**src/rtl/sar_ota_ctrl.sv**
```systemverilog
// Successive-approximation sequencer that turns the digOta comparator into a WIDTH-bit ADC.
// Optional result trim is enabled by defining SAR_OFFSET_TRIM_EN (adds the offset_in port).
module sar_ota_ctrl #(
  parameter int WIDTH         = 8,
  parameter int SAMPLE_CYCLES = 4,
  parameter int SETTLE_CYCLES = 3
) (
  input  logic             clk,
  input  logic             rst,
  input  logic             start,
  input  logic             cmp_in,
  output logic             sample_en,
  output logic [WIDTH-1:0] dac_code,
  output logic             busy,
  output logic [WIDTH-1:0] result,
  output logic             result_valid,
  input  logic             result_ready,
  output logic [2:0]       state_dbg
`ifdef SAR_OFFSET_TRIM_EN
  ,
  input  logic [WIDTH-1:0] offset_in
`endif
);

  localparam int CNT_MAX = (SAMPLE_CYCLES > SETTLE_CYCLES) ? SAMPLE_CYCLES : SETTLE_CYCLES;
  localparam int CNT_W   = (CNT_MAX > 1) ? $clog2(CNT_MAX) : 1;
  localparam int IDX_W   = $clog2(WIDTH);

  localparam logic [2:0] IDLE   = 3'd0;
  localparam logic [2:0] SAMPLE = 3'd1;
  localparam logic [2:0] SETTLE = 3'd2;
  localparam logic [2:0] DECIDE = 3'd3;
  localparam logic [2:0] DONE   = 3'd4;

  logic [2:0]       state;
  logic [CNT_W-1:0] cnt;
  logic [IDX_W-1:0] idx;
  logic             cmp_meta;
  logic             cmp_s;

  logic [WIDTH-1:0] trial_bit;
  logic [WIDTH-1:0] kept_code;
  logic [WIDTH-1:0] next_code;
  logic [WIDTH-1:0] final_code;

`ifdef SAR_OFFSET_TRIM_EN
  logic [WIDTH-1:0]        offset_q;
  logic signed [WIDTH+1:0] trim_sum;
`endif

  // Result handshake: result/result_valid are held in DONE until result_ready is
  // seen high at a clock edge; that edge drops result_valid and returns to IDLE.
  assign sample_en    = (state == SAMPLE);
  assign busy         = (state != IDLE);
  assign result_valid = (state == DONE);
  assign state_dbg    = state;

  always_comb begin
    trial_bit = {{(WIDTH-1){1'b0}}, 1'b1} << idx;
    kept_code = cmp_s ? dac_code : (dac_code & ~trial_bit);
    next_code = (idx != '0) ? (kept_code | (trial_bit >> 1)) : kept_code;
  end

`ifdef SAR_OFFSET_TRIM_EN
  // Two guard bits keep raw + signed offset exact before clamping to the code range.
  always_comb begin
    trim_sum = $signed({2'b00, kept_code}) + $signed({{2{offset_q[WIDTH-1]}}, offset_q});
    if (trim_sum[WIDTH+1]) begin
      final_code = '0;
    end else if (trim_sum[WIDTH]) begin
      final_code = '1;
    end else begin
      final_code = trim_sum[WIDTH-1:0];
    end
  end
`else
  assign final_code = kept_code;
`endif

  always_ff @(posedge clk) begin
    if (rst) begin
      cmp_meta <= 1'b0;
      cmp_s    <= 1'b0;
    end else begin
      cmp_meta <= cmp_in;
      cmp_s    <= cmp_meta;
    end
  end

  always_ff @(posedge clk) begin
    if (rst) begin
      state    <= IDLE;
      cnt      <= '0;
      idx      <= '0;
      dac_code <= '0;
      result   <= '0;
`ifdef SAR_OFFSET_TRIM_EN
      offset_q <= '0;
`endif
    end else begin
      case (state)
        IDLE: begin
          if (start) begin
            state    <= SAMPLE;
            cnt      <= CNT_W'(SAMPLE_CYCLES - 1);
            idx      <= IDX_W'(WIDTH - 1);
            dac_code <= '0;
`ifdef SAR_OFFSET_TRIM_EN
            offset_q <= offset_in;
`endif
          end
        end
        SAMPLE: begin
          if (cnt == '0) begin
            state    <= SETTLE;
            cnt      <= CNT_W'(SETTLE_CYCLES - 1);
            dac_code <= {1'b1, {(WIDTH-1){1'b0}}};
          end else begin
            cnt <= cnt - CNT_W'(1);
          end
        end
        SETTLE: begin
          if (cnt == '0) begin
            state <= DECIDE;
          end else begin
            cnt <= cnt - CNT_W'(1);
          end
        end
        DECIDE: begin
          dac_code <= next_code;
          if (idx != '0) begin
            state <= SETTLE;
            cnt   <= CNT_W'(SETTLE_CYCLES - 1);
            idx   <= idx - IDX_W'(1);
          end else begin
            state  <= DONE;
            result <= final_code;
          end
        end
        DONE: begin
          if (result_ready) begin
            state <= IDLE;
          end
        end
        default: begin
          state <= IDLE;
        end
      endcase
    end
  end

endmodule

```
**config.mk**
```make
export PLATFORM = sky130hd
export DESIGN_NAME = sar_ota_ctrl
export DESIGN_NICKNAME = d
export VERILOG_FILES = /design/src/rtl/sar_ota_ctrl.sv
export SDC_FILE = /design/constraint.sdc
export NUM_CORES = 1
export LEC_CHECK = 0
export ABC_CLOCK_PERIOD_IN_PS = 2200
export BUFFER_PORTS_ARGS = -buffer_cell sky130_fd_sc_hd__buf_4
export CAP_MARGIN = 10
export CORE_MARGIN = 5
export CORE_UTILIZATION = 25
export CTS_CLUSTER_SIZE = 25
export DETAILED_ROUTE_END_ITERATION = 7
export GPL_ROUTABILITY_DRIVEN = 0
export PLACE_DENSITY = 0.52
export RECOVER_POWER = 50
export REMOVE_ABC_BUFFERS = 1
export SYNTH_ARGS = -nofsm -noshare
export SYNTH_HDL_FRONTEND = slang
export SYNTH_SLANG_ARGS = --single-unit
export TNS_END_PERCENT = 20
```
**constraint.sdc**
```tcl
create_clock -name clk -period 2.2 [get_ports clk]
set_input_delay 0.11 -clock clk [delete_from_list [all_inputs] [get_ports clk]]
set_output_delay 0.11 -clock clk [all_outputs]
set_load 0.01 [all_outputs]
```
## Word level (Yosys, flattened, before mapping)

Index checks and enable logic that the tools add are counted.

| operators by class | value |
|---|---|
| add/subtract/negate cells | 2 |
| equality and inequality tests | 10 |
| shift operators | 1 |
| multiplexer cells | 19 |
| bitwise gates (word level) | 4 |
| reduce and logical (&&, ||, !) cells | 12 |

Operator list:

| cell | number |
|---|---|
| $mux 8 | 4 |
| $pmux 8 s3 | 1 |
| $mux 3 | 7 |
| $pmux 3 s5 | 1 |
| $reduce_bool 3->1 | 3 |
| $and 8x8->8 | 1 |
| $mux 2 | 4 |
| $ne 2x2->1 const B | 4 |
| $not 8->8 | 1 |
| $or 8x7->8 | 1 |
| $pmux 2 s4 | 1 |
| $reduce_and 4->1 | 2 |
| $shl 1x3->8 const A | 1 |
| $eq 3x2->1 const B | 2 |
| $pmux 3 s2 | 1 |
| $reduce_and 3->1 | 2 |
| $ne 2x1->1 const B | 2 |
| $reduce_bool 4->1 | 1 |
| $eq 3x1->1 const B | 1 |
| $eq 3x3->1 const B | 1 |
| $logic_not 3->1 | 1 |
| $sub 3x1->3 const B | 1 |
| $logic_not 2->1 | 1 |
| $reduce_and 2->1 | 1 |
| other kinds (3) | 3 |

| storage, ports and cells | value |
|---|---|
| register bits | 26 |
| bits of input ports | 5 |
| logic and storage cells | 55 |

## Longest topological paths before layout

| logic depth | value |
|---|---|
| depth after elaboration | 7 |
| depth in mapped cells | 7 |
| gate-level depth less buffers | 6 |

## Worst setup path after synthesis

No wires, ideal clock.

| path | value |
|---|---|
| kind | reg-to-reg |
| start point | reg idx[0] |
| end point | reg cnt[1] |
| library setup time | 134 ps |
| data arrival time | 1388 ps |
| required time | 2066 ps |
| slack | 678 ps |
| cell stages (with the launch flop) | 8 |
| path buffers | 1 |
| clock period less this slack | 1522 ps |
| cell sequence | dfxtp_1 > inv_1 > ha_1 > clkbuf_1 > nand4b_1 > o311ai_2 > nor4b_1 > a211oi_1 |

| on the way | value |
|---|---|
| word-level cells in the longest chain between the ends | 3 |

Ends and longest elaborated chain:

| what | line | source |
|---|---|---|
| start, declared | 37 | `logic [IDX_W-1:0] idx;` |
| start signal, assigned | 106 | `idx <= IDX_W'(WIDTH - 1);` |
| start signal, assigned | 134 | `idx <= idx - IDX_W'(1);` |
| $reduce_bool 3->1 | 131 | `if (idx != '0) begin` |
| $ne 2x2->1 (no source line) | n/a |  |
| $reduce_and 4->1 (no source line) | n/a |  |
| end signal, assigned | 119 | `cnt <= cnt - CNT_W'(1);` |
| end signal, assigned | 126 | `cnt <= cnt - CNT_W'(1);` |
| end signal, assigned | 133 | `cnt <= CNT_W'(SETTLE_CYCLES - 1);` |
| end, declared | 36 | `logic [CNT_W-1:0] cnt;` |

No other way between the ends.
A chain may end at the register's enable or synchronous reset.

## Final worst setup path

| path | value |
|---|---|
| start point | reg state[1], in the netlist state_dbg[1] |
| end point | reg result[0] |

| on the way | value |
|---|---|
| word-level cells in the longest chain between the ends | 2 |

Ends and longest elaborated chain:

| what | line | source |
|---|---|---|
| start, declared | 35 | `logic [2:0] state;` |
| start signal, assigned | 92 | `state <= IDLE;` |
| start signal, assigned | 104 | `state <= SAMPLE;` |
| start signal, assigned | 115 | `state <= SETTLE;` |
| $eq 3x2->1 | 101 | `case (state)` |
| $reduce_and 2->1 (no source line) | n/a |  |
| end signal, assigned | 137 | `result <= final_code;` |
| end, declared | 15 | `output logic [WIDTH-1:0] result,` |

No other way between the ends.

==> flow_summary.ini <==
[worst_hold_path]
hold_end = cmp_meta$_SDFF_PP0_
hold_path.class = in2reg
hold_start = cmp_in
whs_path_depth = 2

[cells_and_area]
n_fill_cell = 577
fin_area_um2 = 1580
final_common_cell = dfxtp_1
layout-drive-gt1-share_pct = 9.04
antennaDiodeCount = 0
syn_to_final_growth_pct = 17.0
layout.cells.non_filler = 247
seqCellArea_um2 = 520
fin_nets = 190
multiInputGateArea_um2 = 759
finish.utilization_pct = 30.6
layout_common_cells = dfxtp_1, clkbuf_1, nand2_1

[routing]
totalWireLength_mm = 3.22
drc = 0
routed-via-count = 1160
detail_route.wl_per_cell_um = 13.0
drtIter0Drc = 77
viasPerCell = 4.70
first_pass_iters = 4
drt.antenna.violating_nets = 0

[critical_path]
reg2reg_slack_ns = 0.32
crit_arrival_ns = 2.07
r2r-start = state_dbg[1]$_SDFFE_PP0P_
cp_num_buf_inv = 0
ff2ff_path_depth = 4
timing.rr.end = result[0]$_SDFFE_PP0P_
crit_path_top_delay_cell = dfxtp_1
setup.worst_path.end_class = flop
crit_family = flip-flops
critical_path_class = reg2reg
path_max_fanout = 20
startpoint_type = flop
crit_required_ns = 2.39
path_cells = nand2_2 -> nor4b_4 -> o211ai_1 -> a21oi_1
cp_slowest_stage_delay_ns = 0.74

[clocking]
worstSkewPairLatency_ns = 0.27
cts_max_level = 1
cts.reportedPaths.clkPinSlew_ns = 0.09
holdBufCountCts = 0
tritoncts = yes
postCtsSetupBuffers = 0
cts-buffers-inserted = 3
cts-root-buf = clkbuf_8
clock_sinks = 26
post_cts_resize_count = 0
clk_path_buf_depth = 2

[floorplanning]
die_w_um = 83.5
dieArea_um2 = 6980
start_util_pct = 26.1
ios = 27
coreArea_um2 = 5170
die_y_um = 83.5
row_count = 26

[timing]
hold_ws_ns = 0.0475
final.setup_skew_ns = 0.00616
fin_crit_ns = 1.88
final.setup.tns_ns = 0
worst_pin_slew_ns = 1.05
fin_crit_sh_pct = 85.5
rsz0062_at_grt = false
drv_slew = 0
slew_headroom_pct = 29.9
max_freq_ghz = 0.532
hold_viol_final = 0
setup_viol = 0

[power_and_ir_drop]
powerDensity_nw_per_um2 = 805
vdd_drop_max_mv = 0.304
power_leakage_nw = 0.560

[grt]
grt_pass1_wl_mm = 5.35
grt_antenna_before_repair = 0
track_usage_pct = 9.02
grt_pass1_vias = 1086
gr-total-overflow = 0
grt_max_degree = 24

[yosys]
synthCells = 155
ys_warn_count = 0
syn-cell-area_um2 = 1350
syn_avg_cell_area_um2 = 8.72
ys_ff_latch = 26
synth.distinct_cells = 44
ys_seq_area_share_pct = 38.5

[placed_design]
port_buffers = 26
dp_cells = 243
dp_hpwl_mm = 2.35
place_area_um2 = 1590

[outcome]
outcome = completed

[flow_run]
drv_cap = 0
kinds of logic (layout without fill, tap and decap cells):
family	after synthesis	count (layout)	synth area share, %
AO/OA/AOI/OAI	43	43	21.6
XOR/XNOR	1	1	0.648
adder cells (fa/ha/maj)	7	7	6.48
buffers and inverters	15	37	5.28
flip-flops	26	26	38.5
multiplexers	1	1	0.741
AND/OR/NAND/NOR	62	62	26.8
how the worst max path moves through the flow:
stage	start	to	slack, ns	depth (start not counted)
after floorplan	state_dbg[0]$_SDFFE_PP0P_	dac_code[7]$_SDFFE_PP0P_	0.58	4
after global placement	state_dbg[1]$_SDFFE_PP0P_	result[0]$_SDFFE_PP0P_	0.37	4
after detailed placement	state_dbg[1]$_SDFFE_PP0P_	result[0]$_SDFFE_PP0P_	0.34	4
after CTS	state_dbg[1]$_SDFFE_PP0P_	result[0]$_SDFFE_PP0P_	0.31	4
after global routing	state_dbg[1]$_SDFFE_PP0P_	result[0]$_SDFFE_PP0P_	0.14	4
final	state_dbg[1]$_SDFFE_PP0P_	result[0]$_SDFFE_PP0P_	0.32	4
stage by stage:
step	setup WS, ns	total power, W
global route	0.145	0.00135
finish	0.319	0.00127
global placement	0.369	0.000906
CTS	0.315	0.00130
detailed placement	0.344	0.000906
floorplan	0.575	0.000794
Yosys cell counts, drive strengths merged:
cell	n	area, um^2
a2111oi	1	8.76
a211oi	3	27.5
a21boi	1	7.51
a21o	3	22.5
a21oi	16	80.1
a311oi	1	8.76
a31oi	3	18.8
a32o	2	20.0
a32oi	3	26.3
and2b	1	8.76
and3b	1	8.76
buf	5	33.8
clkbuf	3	11.3
dfxtp	26	521
ha	7	87.6
inv	7	26.3
mux2i	1	10.0
nand2	21	81.3
nand2b	5	31.3
nand3	6	30.0
nand3b	1	7.51
nand4b	2	17.5
nor2	5	18.8
nor2b	6	37.5
nor3	1	5.00
nor3b	2	15.0
nor4	2	12.5
nor4b	3	47.5
o211ai	1	7.51
o21a	3	22.5
o21ai	5	25.0
o311ai	1	16.3
or2	2	12.5
or3	3	18.8
or3b	1	8.76
xnor2	1	8.76
cell type report:
type,instances,area share (%)
Clock buffer,3,2.61
Sequential cell,26,32.9
Inverter,7,1.66
Clock inverter,1,1.90
Timing Repair Buffer,26,7.36
Tap cell,70,5.54
Multi-Input combinational cell,114,48.0
where the power goes:
group          total, W  switching (W)  internal, W  leakage, nW
Clock          0.000394       0.000151     0.000243       0.0357
Sequential     0.000574      0.0000705     0.000504        0.212
Combinational  0.000304       0.000172     0.000132        0.312
routing by layer:
metal	GRT usage (%)	routed length, um	vias up
met5	0	0	-
met4	1.32	0	0
met3	2.07	149	0
met2	15.0	1470	21
met1	12.2	1600	538
li1	-	-	601
registers in the layout (all words and copies together) (netlist names):
name	flops
cmp_s	1
cmp_meta	1
idx	3
cnt	2
result	8
dac_code	8
state_dbg	3
Power figures use the tool's default switching activity.
